--- config.mk ---
export PLATFORM = sky130hd
export DESIGN_NAME = gpu_result_collector
export DESIGN_NICKNAME = d
export VERILOG_FILES = /design/src/rtl/gpu_pkg.sv /design/src/rtl/gpu_sync_fifo.sv /design/src/rtl/gpu_result_collector.sv
export SDC_FILE = /design/constraint.sdc
export NUM_CORES = 1
export LEC_CHECK = 0
export CAP_MARGIN = 20
export CORE_AREA = 2 2 131 183
export DETAILED_ROUTE_END_ITERATION = 10
export DIE_AREA = 0 0 133 185
export PLACE_DENSITY = 0.79
export SLEW_MARGIN = 20
export SYNTH_ARGS = -nofsm -noshare
export SYNTH_HDL_FRONTEND = slang
export SYNTH_SLANG_ARGS = --single-unit
--- constraint.sdc ---
create_clock -name clk -period 6.8 [get_ports clk]
set_clock_uncertainty 0.1 [all_clocks]
set_input_delay 1.7 -clock clk [delete_from_list [all_inputs] [get_ports clk]]
set_output_delay 1.7 -clock clk [all_outputs]
set_load 0.005 [all_outputs]
--- src/rtl/gpu_pkg.sv ---
// rtl/gpu_pkg.sv - shared types and defaults for the gpu result collector
package gpu_pkg;

   localparam int GPU_DATA_W = 8;
   localparam int GPU_PACK   = 4;

   typedef enum logic [1:0] {
      IDLE  = 2'd0,
      RUN   = 2'd1,
      FLUSH = 2'd2,
      DRAIN = 2'd3
   } coll_state_t;

   // Field order {data, cnt, last} is the flat layout stored in the collector FIFO.
   typedef struct packed {
      logic [GPU_DATA_W*GPU_PACK-1:0] data;
      logic [$clog2(GPU_PACK+1)-1:0]  cnt;
      logic                           last;
   } gpu_entry_t;

endpackage

--- src/rtl/gpu_sync_fifo.sv ---
// rtl/gpu_sync_fifo.sv - synchronous FIFO with registered storage; head entry drives pop_data
module gpu_sync_fifo #(
   parameter int WIDTH = 8,
   parameter int DEPTH = 8
) (
   input  logic                       clk,
   input  logic                       rst_n,
   input  logic                       push,
   input  logic [WIDTH-1:0]           push_data,
   input  logic                       pop,
   output logic [WIDTH-1:0]           pop_data,
   output logic                       full,
   output logic                       empty,
   output logic [$clog2(DEPTH+1)-1:0] count
);

   localparam int AW = $clog2(DEPTH);
   localparam int CW = $clog2(DEPTH+1);

   logic [WIDTH-1:0] mem [DEPTH];
   logic [AW-1:0]    wr_ptr;
   logic [AW-1:0]    rd_ptr;
   logic             do_push;
   logic             do_pop;

   // Full/empty are judged on the pre-edge count, so a push into a full FIFO is refused even with a pop.
   assign full     = (count == CW'(DEPTH));
   assign empty    = (count == '0);
   assign do_push  = push & ~full;
   assign do_pop   = pop & ~empty;
   assign pop_data = empty ? '0 : mem[rd_ptr];

   always_ff @(posedge clk or negedge rst_n) begin
      if (!rst_n) begin
         wr_ptr <= '0;
         rd_ptr <= '0;
         count  <= '0;
      end else begin
         if (do_push) wr_ptr <= wr_ptr + AW'(1);
         if (do_pop)  rd_ptr <= rd_ptr + AW'(1);
         count <= count + CW'(do_push) - CW'(do_pop);
      end
   end

   always_ff @(posedge clk) begin
      if (do_push) mem[wr_ptr] <= push_data;
   end

endmodule

--- src/rtl/gpu_result_collector.sv ---
// rtl/gpu_result_collector.sv - packs gpu results into wide words, buffers them, flushes on busy fall
// Optional result_total counter port when GPU_RESULT_STATS_EN is defined.
module gpu_result_collector import gpu_pkg::*; #(
   parameter int DATA_W = GPU_DATA_W,
   parameter int PACK   = 4,
   parameter int DEPTH  = 8
) (
   input  logic                         clk,
   input  logic                         rst_n,
   input  logic                         result_vld,
   output logic                         result_rdy,
   input  logic [DATA_W-1:0]            result_data,
   input  logic                         gpu_busy,
   output logic                         out_vld,
   input  logic                         out_rdy,
   output logic [DATA_W*PACK-1:0]       out_data,
   output logic [$clog2(PACK+1)-1:0]    out_cnt,
   output logic                         out_last,
   output logic                         done
`ifdef GPU_RESULT_STATS_EN
   ,
   output logic [15:0]                  result_total
`endif
);

   localparam int CNT_W   = $clog2(PACK+1);
   localparam int WORD_W  = DATA_W*PACK;
   localparam int ENTRY_W = WORD_W + CNT_W + 1;

   coll_state_t          state, state_nxt;
   logic [CNT_W-1:0]     lane_cnt;
   logic [WORD_W-1:0]    lanes;
   logic [WORD_W-1:0]    lanes_upd;
   logic                 busy_q;
   logic                 fall;
   logic                 last_lane;
   logic                 accept;
   logic                 push;
   logic [ENTRY_W-1:0]   push_entry;
   logic [ENTRY_W-1:0]   pop_entry;
   logic                 fifo_full;
   logic                 fifo_empty;
   logic [$clog2(DEPTH+1)-1:0] fifo_count;

   assign fall       = busy_q & ~gpu_busy;
   assign last_lane  = (lane_cnt == CNT_W'(PACK-1));
   // Backpressure only looks at FIFO occupancy, never at out_rdy.
   assign result_rdy = (state == RUN) && !(last_lane && fifo_full);
   assign accept     = result_vld & result_rdy;

   always_comb begin
      state_nxt  = state;
      push       = 1'b0;
      push_entry = '0;
      done       = 1'b0;
      lanes_upd  = lanes;
      lanes_upd[int'(lane_cnt)*DATA_W +: DATA_W] = result_data;
      case (state)
         IDLE: if (gpu_busy) state_nxt = RUN;
         RUN: begin
            if (accept && last_lane) begin
               push       = 1'b1;
               push_entry = {lanes_upd, CNT_W'(PACK), 1'b0};
            end
            if (fall) state_nxt = FLUSH;
         end
         FLUSH: begin
            if (!fifo_full) begin
               push       = 1'b1;
               push_entry = {lanes, lane_cnt, 1'b1};
               state_nxt  = DRAIN;
            end
         end
         DRAIN: begin
            if (fifo_count == '0) begin
               done      = 1'b1;
               state_nxt = IDLE;
            end
         end
         default: state_nxt = IDLE;
      endcase
   end

   always_ff @(posedge clk or negedge rst_n) begin
      if (!rst_n) begin
         state    <= IDLE;
         lane_cnt <= '0;
         lanes    <= '0;
         busy_q   <= 1'b0;
      end else begin
         state  <= state_nxt;
         busy_q <= gpu_busy;
         case (state)
            IDLE: begin
               if (gpu_busy) begin
                  lane_cnt <= '0;
                  lanes    <= '0;
               end
            end
            RUN: begin
               if (accept) begin
                  if (last_lane) begin
                     lane_cnt <= '0;
                     lanes    <= '0;
                  end else begin
                     lane_cnt <= lane_cnt + CNT_W'(1);
                     lanes    <= lanes_upd;
                  end
               end
            end
            FLUSH: begin
               if (!fifo_full) begin
                  lane_cnt <= '0;
                  lanes    <= '0;
               end
            end
            default: ;
         endcase
      end
   end

   gpu_sync_fifo #(
      .WIDTH (ENTRY_W),
      .DEPTH (DEPTH)
   ) u_fifo (
      .clk       (clk),
      .rst_n     (rst_n),
      .push      (push),
      .push_data (push_entry),
      .pop       (out_vld & out_rdy),
      .pop_data  (pop_entry),
      .full      (fifo_full),
      .empty     (fifo_empty),
      .count     (fifo_count)
   );

   assign out_vld = ~fifo_empty;
   assign {out_data, out_cnt, out_last} = pop_entry;

`ifdef GPU_RESULT_STATS_EN
   always_ff @(posedge clk or negedge rst_n) begin
      if (!rst_n) begin
         result_total <= '0;
      end else if (state == IDLE && gpu_busy) begin
         result_total <= '0;
      end else if (accept && result_total != 16'hFFFF) begin
         result_total <= result_total + 16'd1;
      end
   end
`endif

endmodule

* After elaboration in Yosys (flattened, before gate mapping) *
Memory sizes are Yosys's and may differ from the RTL's.
Index checks and enable logic that the tools add are counted.

word-level totals
  word-level logic and storage cells = 70
  output and inout port bits = 39
  input port bits = 13
  memory bits (writable) = 288
  memories = 1
  register bits = 48

memories
  memory      depth  width  rd ports  clocked after Yosys merged registers in  wr ports  line                 RTL
  u_fifo.mem  8      36     1         0                                        1         gpu_sync_fifo.sv:20  logic [WIDTH-1:0] mem [DEPTH];

operators by class
  bitwise operators = 8
  muxes and demuxes = 27
  add/sub/neg operators = 6
  equality and inequality tests = 10
  reductions and logical operators = 9
  shifts and indexed selects = 2

operators by type and width
  cell                     number
  $mux 32                  4
  $mux 36                  3
  $pmux 32 s3              1
  $pmux 36 s2              1
  $neg 6->33               1
  $shift 8x33->32 const A  1
  $shiftx 8x33->32         1
  $bwmux 32                1
  $mux 3                   4
  $add 3x1->3 const B      3
  $pmux 3 s3               1
  $mux 2                   4
  $ne 2x2->1 const B       4
  $pmux 2 s4               1
  $reduce_and 4->1         2
  $mux 1                   6
  $and 1x1->1              5
  $add 4x1->4              1
  $eq 2x2->1 const B       2
  $eq 4x4->1 const B       1
  $logic_not 4->1          1
  $sub 4x1->4              1
  $eq 3x2->1 const B       1
  $logic_and 1x1->1        3
  7 further kinds          9

* Depth between registers and ports, before layout *
  word-level depth = 11
  mapped depth = 12
  depth with buffers taken out = 11

* Modules after synthesis *
A second synthesis with hierarchy kept.

unflattened totals
  cells, all modules = 698
  area, all modules = 13623.1 µm²

modules (own cells, without submodules)
  module                seq. area each (µm²)  cells an instance  times used  area an instance (µm²)
  gpu_sync_fifo         8898.5                479                1           11368.4
  gpu_result_collector  950.9                 219                1           2254.7

* Least setup slack after synthesis *
Ideal clock, no wire load.

  kind = in2reg
  start point = input result_vld
  end point = memory u_fifo.mem[0][0] (netlist name), enable pin
  slack = 599 ps
  stages on the path = 4
  buffers on the path = 1
  data required time = 6181 ps
  arrival time = 5582 ps
  setup time = 519 ps
  path through = and4b_1 buf_4 o21ai_2 nor4_1

on the way
  word-level cells in the longest chain between the ends = 7

ends and longest elaborated chain
  what                          line                        RTL
  start: declaration            gpu_result_collector.sv:10  input logic result_vld,
  $and 1x1->1                   gpu_result_collector.sv:49  assign accept = result_vld & result_rdy;
  $logic_and 1x1->1             gpu_result_collector.sv:61  if (accept && last_lane) begin
  $mux 1                        gpu_result_collector.sv:61
  $pmux 1 s2                    gpu_result_collector.sv:58  case (state)
  $and 1x1->1                   gpu_sync_fifo.sv:29         assign do_push = push & ~full;
  $mux 1                        gpu_sync_fifo.sv:46         if (do_push) mem[wr_ptr] <= push_data;
  $mux 1 (not written as such)  gpu_sync_fifo.sv:46
  end: declaration              gpu_sync_fifo.sv:20

Every way passes these cells.

* Worst setup path after layout *
  start point = register u_fifo.rd_ptr[0]
  end point = output out_data[30]

on the way
  word-level cells in the longest chain between the ends = 2

ends and longest elaborated chain
  what                      line                        RTL
  start: declaration        gpu_sync_fifo.sv:22         logic [AW-1:0] rd_ptr;
  start signal: assignment  gpu_sync_fifo.sv:40         if (do_pop) rd_ptr <= rd_ptr + AW'(1);
  $mem_v2 8x36              n/a
  $mux 36                   gpu_sync_fifo.sv:31         assign pop_data = empty ? '0 : mem[rd_ptr];
  end: declaration          gpu_result_collector.sv:16  output logic [DATA_W*PACK-1:0] out_data,

Every way passes these cells.

==> flow_summary_export.csv <==
group,metric,value,unit
cells_and_area,n_antenna_cell,0,
worst_setup_path,end_kind,"output port",
synth,dominantRegCellSynth,"sky130_fd_sc_hd__edfxtp_1",
outcome,outcome,"finished, final reports clean",
floorplan,boundaryPins,52,
power_and_ir_drop,power.density_cell_area,406,nW/um2
cells_and_area,final.fill_count,1410,
place,numPortBuffers,51,
worst_setup_path,cp.required,5.00,ns
sta,max_slew_margin,0.301,
place,dp.cells,1069,
worst_setup_path,cpMaxStageDelayCell,"sky130_fd_sc_hd__dfrtp_4",
grt,first_global_vias,7627,
min_path,hold_path.class,"reg2reg",
routing,avgViaCountPerCell,6.57,
worst_setup_path,worstPathArrival,3.40,ns
grt,gr-total-overflow,0,
power_and_ir_drop,power.leakage,5.15,nW
place,gp_congestion,0.856,
floorplan,floorplan.rows,66,
routing,postRouteWirelength,29500,um
worst_setup_path,regToRegSetupSlack,3.18,ns
synth,post_synth_inst_count,744,
clock_tree,clock_latency,0.56,ns
sta,finalMaxSlewViolations,0,
synth,synth_fp_nets,775,
routing,highest_metal_layer_with_signal_wires,"met4",
floorplan,design.core.area,23000,um2
sta,max_freq,0.192,GHz
routing,detailedRoute.firstIterationViolations,853,
grt,track_usage,0.241,
routing,antenna_left,0,
cells_and_area,area_of_the_multi_input_gates,3750,um2
synth,mappedNetlistArea,13800,um2
place,dpl-instance-area,14600,um2
worst_setup_path,path_cells,"buf_4 > mux4_2 > mux2i_1 > nor2_1 > clkdlybuf4s50_1",
grt,grt_first_pass_wirelength,44400,um
routing,detailroute.wirelength.met2,15300,um
cells_and_area,layout.core_utilization,0.679,
cells_and_area,design_area,15600,um2
place,place_hpwl,17600,um
sta,timing.setup.tns,0,ns
worst_setup_path,criticalPathCategory,"reg2out",
floorplan,initial_utilization,0.599,
clock_tree,clock_tree.buffer_depth,3,
synth,ys_seq_elements,336,
clock_tree,number_of_buffers_added_to_fix_hold_violations_after_cts,0,
synth,synth_async_sr_flop_share,0.143,
clock_tree,clk_pin_slew,0.07,ns
flow_run,max_cap_violations,0,
worst_setup_path,startpoint_type,"flop",
sta,tmin_final,5.20,ns
routing,dr_wl_met3,2120,um
worst_setup_path,worst_path_largest_cell_delay,1.01,ns
routing,routedWlPerCell,26.2,um
clock_tree,cts_buffers,30,
clock_tree,post_cts.repair.setup_buffers,0,
cells_and_area,fin_nets,826,
routing,drtPass1Iterations,5,
synth,yosys.area.top_type,"sky130_fd_sc_hd__edfxtp_1",
sta,grt_setup_unrepaired,"no",
sta,hold-worst-slack,0.399,ns
synth,yosysWarnings,0,
sta,layout_worst_path_cycle_share,0.765,
cells_and_area,finish.cell_count_without_fillers,1125,
grt,pin_count_of_the_biggest_net_entering_global_routing,49,
clock_tree,cts_max_level,1,
power_and_ir_drop,power.ir.vdd_worst,0.387,mV
sta,setup_viol_count_final,0,
floorplan,dieHeight,185,um
clock_tree,numClockSinks,336,
sta,worst_pin_slew,1.04,ns
synth,synth_top_area_frac,0.627,
floorplan,dieArea,24600,um2
grt,grt_antenna_before_repair,0,
synth,count_of_different_cell_masters_after_synthesis,50,
cells_and_area,final_layout_size_suffix_gt1_frac,0.190,
routing,wirelength_met1,11000,um
synth,syn-mean-instance-area,18.5,um2
clock_tree,clockRootBuffer,"sky130_fd_sc_hd__clkbuf_16",
cells_and_area,final-seq-area,9860,um2
routing,drc,0,
clock_tree,post_cts_resize_count,0,
floorplan,dieWidth,133,um
synth,synth-seq-area-share,0.714,
sta,final-hold-violation-count,0,
clock_tree,tritoncts,"done",
routing,routed-via-count,7387,
synth,synth-edff-count,288,
worst_setup_path,crit_path_max_fanout,45,
cells_and_area,area_growth,13.5,%
synth,ys_top_cells_by_area,"sky130_fd_sc_hd__edfxtp_1 63%, sky130_fd_sc_hd__mux4_2 12%, sky130_fd_sc_hd__dfrtp_1 8.7%, sky130_fd_sc_hd__mux2i_1 2.7%, sky130_fd_sc_hd__a22o_1 2.5%",
-- cell usage after synthesis (2+ instances only) --
master and number:
sky130_fd_sc_hd__edfxtp_1 288, sky130_fd_sc_hd__buf_1 12, sky130_fd_sc_hd__a21oi_1 10, sky130_fd_sc_hd__and3_1 3, sky130_fd_sc_hd__xnor2_1 4, sky130_fd_sc_hd__clkbuf_1 16, sky130_fd_sc_hd__nor2b_1 4, sky130_fd_sc_hd__and2_1 4
sky130_fd_sc_hd__a22o_1 40, sky130_fd_sc_hd__o2111ai_1 2, sky130_fd_sc_hd__nand2b_1 6, sky130_fd_sc_hd__mux2i_1 37, sky130_fd_sc_hd__ha_1 17, sky130_fd_sc_hd__dfrtp_1 48, sky130_fd_sc_hd__nand4_1 8, sky130_fd_sc_hd__nand2_1 25
sky130_fd_sc_hd__nand3_1 4, sky130_fd_sc_hd__o21ai_2 2, sky130_fd_sc_hd__nor3_1 7, sky130_fd_sc_hd__a32o_1 16, sky130_fd_sc_hd__mux2_2 3, sky130_fd_sc_hd__xor2_1 2, sky130_fd_sc_hd__mux4_2 72, sky130_fd_sc_hd__o21ai_0 2
sky130_fd_sc_hd__a21o_1 2, sky130_fd_sc_hd__nor2_1 47, sky130_fd_sc_hd__buf_2 15, sky130_fd_sc_hd__inv_1 18, sky130_fd_sc_hd__o211ai_1 9
-- power by group --
group | total (mW) | switching [mW] | internal, mW
Sequential | 2.71 | 0.242 | 2.47
Clock | 1.67 | 0.725 | 0.945
Combinational | 1.96 | 0.964 | 1.00
-- sequential cells by signal, summed over array words and instances (netlist names) --
signal	cells
u_fifo.mem	288
lanes	32
u_fifo.count	4
lane_cnt	3
u_fifo.rd_ptr	3
u_fifo.wr_ptr	3
state	2
busy_q	1
-- routing by layer --
layer | vias to the layer above | global-route usage
li1 | 3105 | -
met1 | 3841 | 0.317
met2 | 353 | 0.413
met3 | 88 | 0.0337
met4 | 0 | 0.0989
met5 | - | 0
-- final cells by class --
class                           count  area share
Sequential cell                   336       0.630
Clock buffer                       43      0.0591
Multi-Input combinational cell    346       0.239
Tap cell                          306      0.0245
Clock inverter                     13     0.00456
Timing Repair Buffer               63      0.0382
Inverter                           18     0.00432
-- critical path, delay by kind of cell, from the launching register on --
kind / cells / cell delay [ns]
mux: 2 / 0.76
simple gates: 1 / 0.07
buf+inv: 2 / 0.95
flops: 1 / 1.01
-- worst paths after layout --
check,startpoint,to,cells past startpoint
min in group asynchronous,rst_n,lanes[31],1
max in group asynchronous,rst_n,u_fifo.rd_ptr[0],1
min reg2reg,lanes[5],lanes[5],1
min,lanes[5],lanes[5],1
max reg2reg,state[1],u_fifo.mem[5][24],6
max,u_fifo.rd_ptr[0],out_data[30],5
-- per-stage QoR --
step	worst slack, ns	total power, mW
3_3_place_gp	2.14	4.64
6_report	1.60	6.35
3_5_place_dp	2.07	4.72
4_1_cts	1.52	6.39
5_1_grt	1.37	6.61
2_1_floorplan	0.599	3.92
-- layout by cell type (no fill, tap or decap), types with 5 or more instances in the layout --
cell type and count:
sky130_fd_sc_hd__edfxtp_1 288, sky130_fd_sc_hd__mux4_2 72, sky130_fd_sc_hd__clkdlybuf4s50_1 50, sky130_fd_sc_hd__dfrtp_1 45
sky130_fd_sc_hd__nor2_1 44, sky130_fd_sc_hd__a22o_1 40, sky130_fd_sc_hd__mux2i_1 37, sky130_fd_sc_hd__clkbuf_16 34
sky130_fd_sc_hd__nand2_1 25, sky130_fd_sc_hd__inv_1 18, sky130_fd_sc_hd__ha_1 17, sky130_fd_sc_hd__a32o_1 16
sky130_fd_sc_hd__buf_4 13, sky130_fd_sc_hd__a21oi_1 10, sky130_fd_sc_hd__o211ai_1 9, sky130_fd_sc_hd__nand4_1 8
sky130_fd_sc_hd__clkinv_1 7, sky130_fd_sc_hd__nor3_2 6, sky130_fd_sc_hd__nand2b_1 6, sky130_fd_sc_hd__clkbuf_1 5
-- kinds of logic after synthesis --
family / after synthesis / share of synthesized area
flops: 336 / 0.714
xor+xnor: 6 / 0.00381
simple gates: 122 / 0.0453
compound gates: 88 / 0.0545
fa+ha+maj: 18 / 0.0169
mux: 112 / 0.147
buf+inv: 62 / 0.0185
(Power assumes the default switching activity.)
